**src/rtl/ir_nec_transmitter_pkg.sv**
```systemverilog
// ---------------------------------------------------------------------------
// ir_nec_transmitter_pkg
// Shared NEC IR protocol definitions, intended for both the transmit and the
// receive side of the link:
//   - nec_state_e   : frame sequencer state encodings
//   - *_UNITS       : duration of each frame element in NEC units (562.5 us)
//   - FRAME_UNITS_DEFAULT : start-to-start frame period (108 ms)
//   - helper functions for mark detection, per-state unit terminal counts
//     and assembly of the 32-bit on-air word
// ---------------------------------------------------------------------------
package ir_nec_transmitter_pkg;

   typedef enum logic [2:0] {
      ST_IDLE       = 3'd0,
      ST_LEAD_MARK  = 3'd1,
      ST_LEAD_SPACE = 3'd2,
      ST_REP_SPACE  = 3'd3,
      ST_BIT_MARK   = 3'd4,
      ST_BIT_SPACE  = 3'd5,
      ST_STOP_MARK  = 3'd6,
      ST_GAP        = 3'd7
   } nec_state_e;

   localparam int LEAD_MARK_UNITS     = 16;
   localparam int LEAD_SPACE_UNITS    = 8;
   localparam int REP_SPACE_UNITS     = 4;
   localparam int BIT_MARK_UNITS      = 1;
   localparam int BIT0_SPACE_UNITS    = 1;
   localparam int BIT1_SPACE_UNITS    = 3;
   localparam int STOP_UNITS          = 1;
   localparam int FRAME_UNITS_DEFAULT = 192;
   localparam int WORD_BITS           = 32;

   // States during which the IR LED is lit (envelope high).
   function automatic logic is_mark(input nec_state_e s);
      return (s == ST_LEAD_MARK) || (s == ST_BIT_MARK) || (s == ST_STOP_MARK);
   endfunction

   // Last unit index (duration - 1) of a timed state. The bit space length
   // depends on the bit currently at the head of the shift register.
   function automatic logic [4:0] last_unit(input nec_state_e s, input logic bit_val);
      logic [4:0] n;
      n = 5'd1;
      case (s)
         ST_LEAD_MARK:  n = 5'(LEAD_MARK_UNITS);
         ST_LEAD_SPACE: n = 5'(LEAD_SPACE_UNITS);
         ST_REP_SPACE:  n = 5'(REP_SPACE_UNITS);
         ST_BIT_MARK:   n = 5'(BIT_MARK_UNITS);
         ST_BIT_SPACE:  n = bit_val ? 5'(BIT1_SPACE_UNITS) : 5'(BIT0_SPACE_UNITS);
         ST_STOP_MARK:  n = 5'(STOP_UNITS);
         default:       n = 5'd1;
      endcase
      return n - 5'd1;
   endfunction

   // On-air word, transmitted LSB first: address, ~address, command, ~command.
   function automatic logic [WORD_BITS-1:0] nec_word(input logic [7:0] addr,
                                                     input logic [7:0] cmd);
      return {~cmd, cmd, ~addr, addr};
   endfunction

endpackage

```
**src/rtl/ir_carrier_gen.sv**
```systemverilog
// ---------------------------------------------------------------------------
// ir_carrier_gen
// Free-running IR carrier (~38 kHz, ~1/3 duty) with a synchronous phase
// restart so every mark burst starts on a fresh high phase.
// Ports:
//   clk      in  system clock
//   rst_n    in  asynchronous active-low reset
//   restart  in  force phase 0 on the next clock (asserted on mark entry)
//   carrier  out registered carrier, high while phase < CARRIER_HIGH
// ---------------------------------------------------------------------------
module ir_carrier_gen #(
   parameter int CARRIER_DIV  = 1316,
   parameter int CARRIER_HIGH = 439
) (
   input  logic clk,
   input  logic rst_n,
   input  logic restart,
   output logic carrier
);

   localparam int PW = (CARRIER_DIV > 1) ? $clog2(CARRIER_DIV) : 1;
   localparam logic [PW-1:0] PHASE_LAST = PW'(CARRIER_DIV - 1);
   localparam logic [PW-1:0] PHASE_HIGH = PW'(CARRIER_HIGH);

   logic [PW-1:0] phase_q, phase_d;
   logic          carrier_q, carrier_d;

   always_comb begin
      phase_d = phase_q + 1'b1;
      if (restart || (phase_q == PHASE_LAST)) begin
         phase_d = '0;
      end
      // Carrier is registered from the next phase so it lines up with the
      // registered envelope in the top level.
      carrier_d = (phase_d < PHASE_HIGH);
   end

   always_ff @(posedge clk or negedge rst_n) begin
      if (!rst_n) begin
         phase_q   <= '0;
         carrier_q <= 1'b0;
      end else begin
         phase_q   <= phase_d;
         carrier_q <= carrier_d;
      end
   end

   assign carrier = carrier_q;

endmodule

```
**src/rtl/ir_nec_transmitter.sv**
```systemverilog
// ---------------------------------------------------------------------------
// ir_nec_transmitter
// NEC-protocol IR transmitter. Serialises an 8-bit address and command into
// a standard NEC data frame, or sends a repeat frame, then holds busy until
// the 108 ms start-to-start frame period has elapsed.
// Ports:
//   clk          in   system clock (50 MHz)
//   rst_n        in   asynchronous active-low reset, aborts any frame
//   tx_start     in   request a data frame (wins over tx_repeat), idle only
//   tx_repeat    in   request a repeat frame, idle only
//   tx_addr[7:0] in   address byte, latched on accept
//   tx_cmd[7:0]  in   command byte, latched on accept
//   tx_busy      out  high from the cycle after accept to the end of period
//   tx_done      out  one-cycle pulse at the end of the frame period
//   ir_envelope  out  unmodulated mark (1) / space (0)
//   ir_tx_out    out  envelope gated by the carrier, drives the IR LED
// ---------------------------------------------------------------------------
module ir_nec_transmitter
   import ir_nec_transmitter_pkg::*;
#(
   parameter int UNIT_CYC     = 28125,
   parameter int CARRIER_DIV  = 1316,
   parameter int CARRIER_HIGH = 439,
   parameter int FRAME_UNITS  = FRAME_UNITS_DEFAULT
) (
   input  logic       clk,
   input  logic       rst_n,
   input  logic       tx_start,
   input  logic       tx_repeat,
   input  logic [7:0] tx_addr,
   input  logic [7:0] tx_cmd,
   output logic       tx_busy,
   output logic       tx_done,
   output logic       ir_envelope,
   output logic       ir_tx_out
);

   localparam int UCW = (UNIT_CYC > 1) ? $clog2(UNIT_CYC) : 1;
   localparam int FCW = $clog2(FRAME_UNITS * UNIT_CYC);
   localparam logic [UCW-1:0] UNIT_LAST  = UCW'(UNIT_CYC - 1);
   localparam logic [FCW-1:0] FRAME_LAST = FCW'(FRAME_UNITS * UNIT_CYC - 1);

   nec_state_e           state_q, state_d;
   logic [UCW-1:0]       unit_cyc_q, unit_cyc_d;
   logic [4:0]           unit_cnt_q, unit_cnt_d;
   logic [FCW-1:0]       frame_cnt_q, frame_cnt_d;
   logic [4:0]           bit_cnt_q, bit_cnt_d;
   logic [WORD_BITS-1:0] shift_q, shift_d;
   logic                 repeat_q, repeat_d;
   logic                 done_q, done_d;
   logic                 busy_q, busy_d;
   logic                 envelope_q, envelope_d;

   logic                 phase_end;
   logic                 carrier_restart;
   logic                 carrier;

   // ---------------------------------------------------------------------
   // Next-state / datapath
   // ---------------------------------------------------------------------
   always_comb begin
      state_d     = state_q;
      unit_cyc_d  = unit_cyc_q;
      unit_cnt_d  = unit_cnt_q;
      frame_cnt_d = frame_cnt_q;
      bit_cnt_d   = bit_cnt_q;
      shift_d     = shift_q;
      repeat_d    = repeat_q;
      done_d      = 1'b0;

      // The current timed state is in its very last clock.
      phase_end = (unit_cyc_q == UNIT_LAST) &&
                  (unit_cnt_q == last_unit(state_q, shift_q[0]));

      // Frame period counter runs for the whole busy window, LEAD_MARK to GAP.
      if (state_q != ST_IDLE) begin
         frame_cnt_d = frame_cnt_q + 1'b1;
      end

      // Unit timer only matters in the timed states; it is cleared on every
      // state change below.
      if ((state_q != ST_IDLE) && (state_q != ST_GAP)) begin
         if (unit_cyc_q == UNIT_LAST) begin
            unit_cyc_d = '0;
            unit_cnt_d = unit_cnt_q + 5'd1;
         end else begin
            unit_cyc_d = unit_cyc_q + 1'b1;
         end
      end

      case (state_q)
         ST_IDLE: begin
            if (tx_start) begin
               state_d     = ST_LEAD_MARK;
               shift_d     = nec_word(tx_addr, tx_cmd);
               repeat_d    = 1'b0;
               bit_cnt_d   = '0;
               frame_cnt_d = '0;
            end else if (tx_repeat) begin
               state_d     = ST_LEAD_MARK;
               repeat_d    = 1'b1;
               bit_cnt_d   = '0;
               frame_cnt_d = '0;
            end
         end
         ST_LEAD_MARK: begin
            if (phase_end) begin
               state_d = repeat_q ? ST_REP_SPACE : ST_LEAD_SPACE;
            end
         end
         ST_LEAD_SPACE: begin
            if (phase_end) begin
               state_d = ST_BIT_MARK;
            end
         end
         ST_REP_SPACE: begin
            if (phase_end) begin
               state_d = ST_STOP_MARK;
            end
         end
         ST_BIT_MARK: begin
            if (phase_end) begin
               state_d = ST_BIT_SPACE;
            end
         end
         ST_BIT_SPACE: begin
            if (phase_end) begin
               shift_d   = shift_q >> 1;
               bit_cnt_d = bit_cnt_q + 5'd1;
               state_d   = (bit_cnt_q == 5'd31) ? ST_STOP_MARK : ST_BIT_MARK;
            end
         end
         ST_STOP_MARK: begin
            if (phase_end) begin
               state_d = ST_GAP;
            end
         end
         ST_GAP: begin
            if (frame_cnt_q == FRAME_LAST) begin
               state_d     = ST_IDLE;
               done_d      = 1'b1;
               frame_cnt_d = '0;
            end
         end
         default: begin
            state_d = ST_IDLE;
         end
      endcase

      if (state_d != state_q) begin
         unit_cyc_d = '0;
         unit_cnt_d = '0;
      end

      // Outputs are registered from the next state so they change exactly
      // with the state and carry no decode glitches to the LED driver.
      busy_d     = (state_d != ST_IDLE);
      envelope_d = is_mark(state_d);

      // Every mark is entered from a non-mark state, so this fires once per
      // burst and the burst begins on the carrier high phase.
      carrier_restart = is_mark(state_d) && !is_mark(state_q);
   end

   always_ff @(posedge clk or negedge rst_n) begin
      if (!rst_n) begin
         state_q     <= ST_IDLE;
         unit_cyc_q  <= '0;
         unit_cnt_q  <= '0;
         frame_cnt_q <= '0;
         bit_cnt_q   <= '0;
         shift_q     <= '0;
         repeat_q    <= 1'b0;
         done_q      <= 1'b0;
         busy_q      <= 1'b0;
         envelope_q  <= 1'b0;
      end else begin
         state_q     <= state_d;
         unit_cyc_q  <= unit_cyc_d;
         unit_cnt_q  <= unit_cnt_d;
         frame_cnt_q <= frame_cnt_d;
         bit_cnt_q   <= bit_cnt_d;
         shift_q     <= shift_d;
         repeat_q    <= repeat_d;
         done_q      <= done_d;
         busy_q      <= busy_d;
         envelope_q  <= envelope_d;
      end
   end

   ir_carrier_gen #(
      .CARRIER_DIV  (CARRIER_DIV),
      .CARRIER_HIGH (CARRIER_HIGH)
   ) u_carrier (
      .clk     (clk),
      .rst_n   (rst_n),
      .restart (carrier_restart),
      .carrier (carrier)
   );

   assign tx_busy     = busy_q;
   assign tx_done     = done_q;
   assign ir_envelope = envelope_q;
   assign ir_tx_out   = envelope_q & carrier;

endmodule

```
**config.mk**
```make
export PLATFORM = sky130hd
export DESIGN_NAME = ir_nec_transmitter
export DESIGN_NICKNAME = d
export VERILOG_FILES = /design/src/rtl/ir_nec_transmitter_pkg.sv /design/src/rtl/ir_carrier_gen.sv /design/src/rtl/ir_nec_transmitter.sv
export SDC_FILE = /design/constraint.sdc
export NUM_CORES = 1
export LEC_CHECK = 0
export ABC_AREA = 1
export BUFFER_PORTS_ARGS = -buffer_cell sky130_fd_sc_hd__buf_2
export CAP_MARGIN = 25
export CORE_MARGIN = 2
export CORE_UTILIZATION = 60
export CTS_BUF_LIST = sky130_fd_sc_hd__clkbuf_4 sky130_fd_sc_hd__clkbuf_8
export DETAILED_ROUTE_END_ITERATION = 7
export PLACE_DENSITY = 0.78
export SYNTH_ARGS = -nofsm -noshare
export SYNTH_HDL_FRONTEND = slang
export SYNTH_SLANG_ARGS = --single-unit
```
**constraint.sdc**
```tcl
create_clock -name clk -period 9.6 [get_ports clk]
set_clock_uncertainty 0.05 [all_clocks]
set_input_delay 0.96 -clock clk [delete_from_list [all_inputs] [get_ports clk]]
set_output_delay 0.96 -clock clk [all_outputs]
set_load 0.005 [all_outputs]
```
==> impl_results.md <==
* Peak Freq at 0.2362 GHz
* Kind of start point of the critical path: register
* Critical Path Fanout Max at 40
* Die Wd at 100.4 µm
* CTS tree: yes
* VDD IR max at 0.0001334 V
* Layout cells sized above 1 at 9.536%
* Core area at 9109 µm²
* CTS resizes at 0
* Die Area at 10,080 µm²
* Layout area overhead at 7.162%
* Minimum hold slack at 411.2 ps
* Max Cap Viol at 0
* Setup bufs post-CTS at 0
* Reg-to-reg endpoint: unit_cyc_q[3]$_DFFE_PN0P_
* Antenna violations before repair at 0
* Starting DRC count in detailed routing at 226
* GPL Wtd Cong at 0.9449
* GRT Residual Overflow at 0
* Clk buf depth at 2
* Post-synth net total at 760
* #FFs+latches synth at 99
* Placed instance count at 849
* Hold crit path type: register to register
* DRT Pass-1 Iters at 5
* Clk root buf: clkbuf_8
* Status: completed
* Data required time of the worst path at 9850 ps
* Final WL at 11.42 mm
* First-pass GRT wire length at 19.80 mm
* Final hold vios at 0
* Starting density of the core at 61.18%
* Ranking of synthesized cells by area: dfrtp_1 44%, nand2_1 12%, o21ai_0 6.8%
* DRC viols at 0
* Launching point of the worst reg2reg path: state_q[0]$_DFF_PN0_
* Synth Warn # at 0
* Commonest register cell after synthesis: dfrtp_1
* Minimum clock period at 4233 ps
* Via count at 4,796
* Worst R2R Setup Slack at 5370 ps
* Register area share after synthesis at 44.45%
* Final Max Slew Viols at 0
* Worst EP arrival at 4490 ps
* Crit Path Class: register to register
* Post-cts hold buffer count at 0
* Setup violators final at 0
* Row cnt at 35
* DR WL/cell at 13.18 µm
* Top-count cell post-synth: nand2_1
* Die height at 100.4 µm
* Met3 GRT Util at 4.666%
* IO buf count at 23
* Number of library cell types mapped by synthesis at 42
* Grt peak-use layer: met2
* Final Net Count at 778
* Largest net degree at the start of global routing at 59
* Final Cycle Share at 44.09%
* Slew HR at 44.03%
* Top cell types by occurrence after synthesis: 172 x nand2_1, 99 x dfrtp_1, 82 x inv_1, 82 x nor2_1, 76 x o21ai_0
* Syn Area/Cell at 7.613 µm²
* Most area-hungry cell type in the Yosys netlist: dfrtp_1
* Synthesized area at 5573 µm²
* Share of the synthesized area in the top cell type at 44.45%
* Pwr per Cell Area at 229.1 nW/µm²
* CP Capture Type: register
* Worst Tran Pin Value at 836.4 ps
* H-tree depth at 3
* Hold Crit Depth at 1
* Worst Hold End: bit_cnt_q[3]$_DFFE_PN0P_
* ANT nets after route at 0
* Reg2Reg Depth at 24
* Min-delay src: bit_cnt_q[3]$_DFFE_PN0P_
* Asr flop ratio synth at 100.0%
* Total GRT Usage at 24.25%
* Number of buffers created by CTS at 9
* Hpwl dp at 8.309 mm
* I/O pins at 24
* Cells after Synth at 732
* Clock Sinks at 99
* Vias per cell at 5.538
* Ant. Diodes at 0
* Met2 Usage GRT at 39.70%
* Clk pin slew, worst setup/hold paths at 100 ps
* Number of synthesized flops with an enable pin at 0
* RSZ-0062 raised after global routing: no
* Met1 Usage GRT at 32.98%
* Filler-free cell count of the finished design at 866
* Clk Latency, worst-skew pair at 380 ps
* Vias in the first global route at 4,502
* Setup TNS at 0 ps
* Pleak at 2.856 nW
[placed cells by master, fill, tap and decap left out, types with 2 or more instances in the layout]
master,Yosys,layout
a21oi_1,13,13
a31oi_1,6,6
buf_2,2,22
buf_4,2,3
clkbuf_8,0,9
clkinv_8,0,2
dfrtp_1,99,99
ha_1,8,8
inv_1,82,82
inv_2,7,7
inv_6,0,2
inv_8,1,3
nand2_1,172,172
nand2_2,7,7
nand3_1,50,50
nand3_2,2,2
nand4_1,17,17
nor2_1,82,82
nor2_2,2,2
nor2_4,3,3
nor3_1,13,13
nor4_1,5,5
o21ai_0,76,76
o21ai_1,7,7
o22ai_1,9,9
xnor2_1,2,2
xor2_1,34,34
[worst max path at each step]
stage,from,endpoint,slack (ps)
floorplan,state_q[0]$_DFF_PN0_,unit_cyc_q[12]$_DFFE_PN0P_,6430
global placement,state_q[0]$_DFF_PN0_,unit_cyc_q[9]$_DFFE_PN0P_,5050
detailed placement,state_q[0]$_DFF_PN0_,unit_cyc_q[3]$_DFFE_PN0P_,4850
CTS,state_q[0]$_DFF_PN0_,unit_cyc_q[9]$_DFFE_PN0P_,4850
global route,state_q[0]$_DFF_PN0_,unit_cyc_q[3]$_DFFE_PN0P_,4910
finish,state_q[0]$_DFF_PN0_,unit_cyc_q[3]$_DFFE_PN0P_,5370
[worst max-delay path, stage by stage, from the launching register on]
cell     delay (ps)
dfrtp_1         570
inv_4            80
nor2_1          130
nand2_1         170
buf_16          230
inv_1           290
nand2_1         120
ha_1            310
xnor2_1         160
a21oi_1         130
nand2_1          90
nor2_4          150
nand2_2          90
nand2_2          70
nand2_1          50
nor2_1          100
nand2_1          90
nand2_2         110
xor2_2          160
inv_2            60
nor2_4          260
nand2_2         280
inv_1           230
o21ai_1          80
nor2_1           80
[layout make-up]
class	count	area (µm²)
multi-input combinational	522	2636
tap	111	138.9
fill	791	3137
clock inverter	7	80.08
timing repair buffer	26	160.2
clock buffer	9	123.9
inverter	92	355.3
sequential	99	2477
[sequential cells by signal, summed over array words and instances (netlist names)]
register,count
bit_cnt_q,5
shift_q,32
u_carrier.phase_q,11
tx_done,1
repeat_q,1
unit_cyc_q,15
state_q,3
unit_cnt_q,5
tx_busy,1
frame_cnt_q,23
u_carrier.carrier,1
ir_envelope,1
[metal layers]
| layer | part of all wire, % | wire [µm] |
|---|---|---|
| met1 | 47 | 5385 |
| met2 | 48 | 5464 |
| met3 | 3.7 | 418 |
| met4 | 1.3 | 148 |
| met5 | 0 | 0 |
[cells by family after synthesis]
family	count (synthesis)	synth area share (%)
xor gates and xnor gates	37	5.950
and+or+nand+nor	360	28.38
buffers and inverters	111	8.240
adders and majority gates	8	1.796
DFF	99	44.45
AOI/OAI and AO/OA	117	11.18
[per-stage QoR]
step | util [%] | setup slack [ps] | total power (W) | instance area (µm²)
2_1_floorplan | - | 6427 | 0.0009923 | 5573
3_3_place_gp | 63.02 | 5054 | 0.001084 | 5741
3_5_place_dp | 63.02 | 4849 | 0.001108 | 5741
4_1_cts | 65.26 | 4847 | 0.001378 | 5944
5_1_grt | 65.56 | 4909 | 0.001486 | 5972
6_report | 65.56 | 5367 | 0.001368 | 5972
[power breakdown]
part,internal (W),switching [W]
sequential,0.000516,0.0000614
combinational,0.000157,0.000366
clock,0.000104,0.000164
Note: power is estimated with default switching activity, not from simulation.
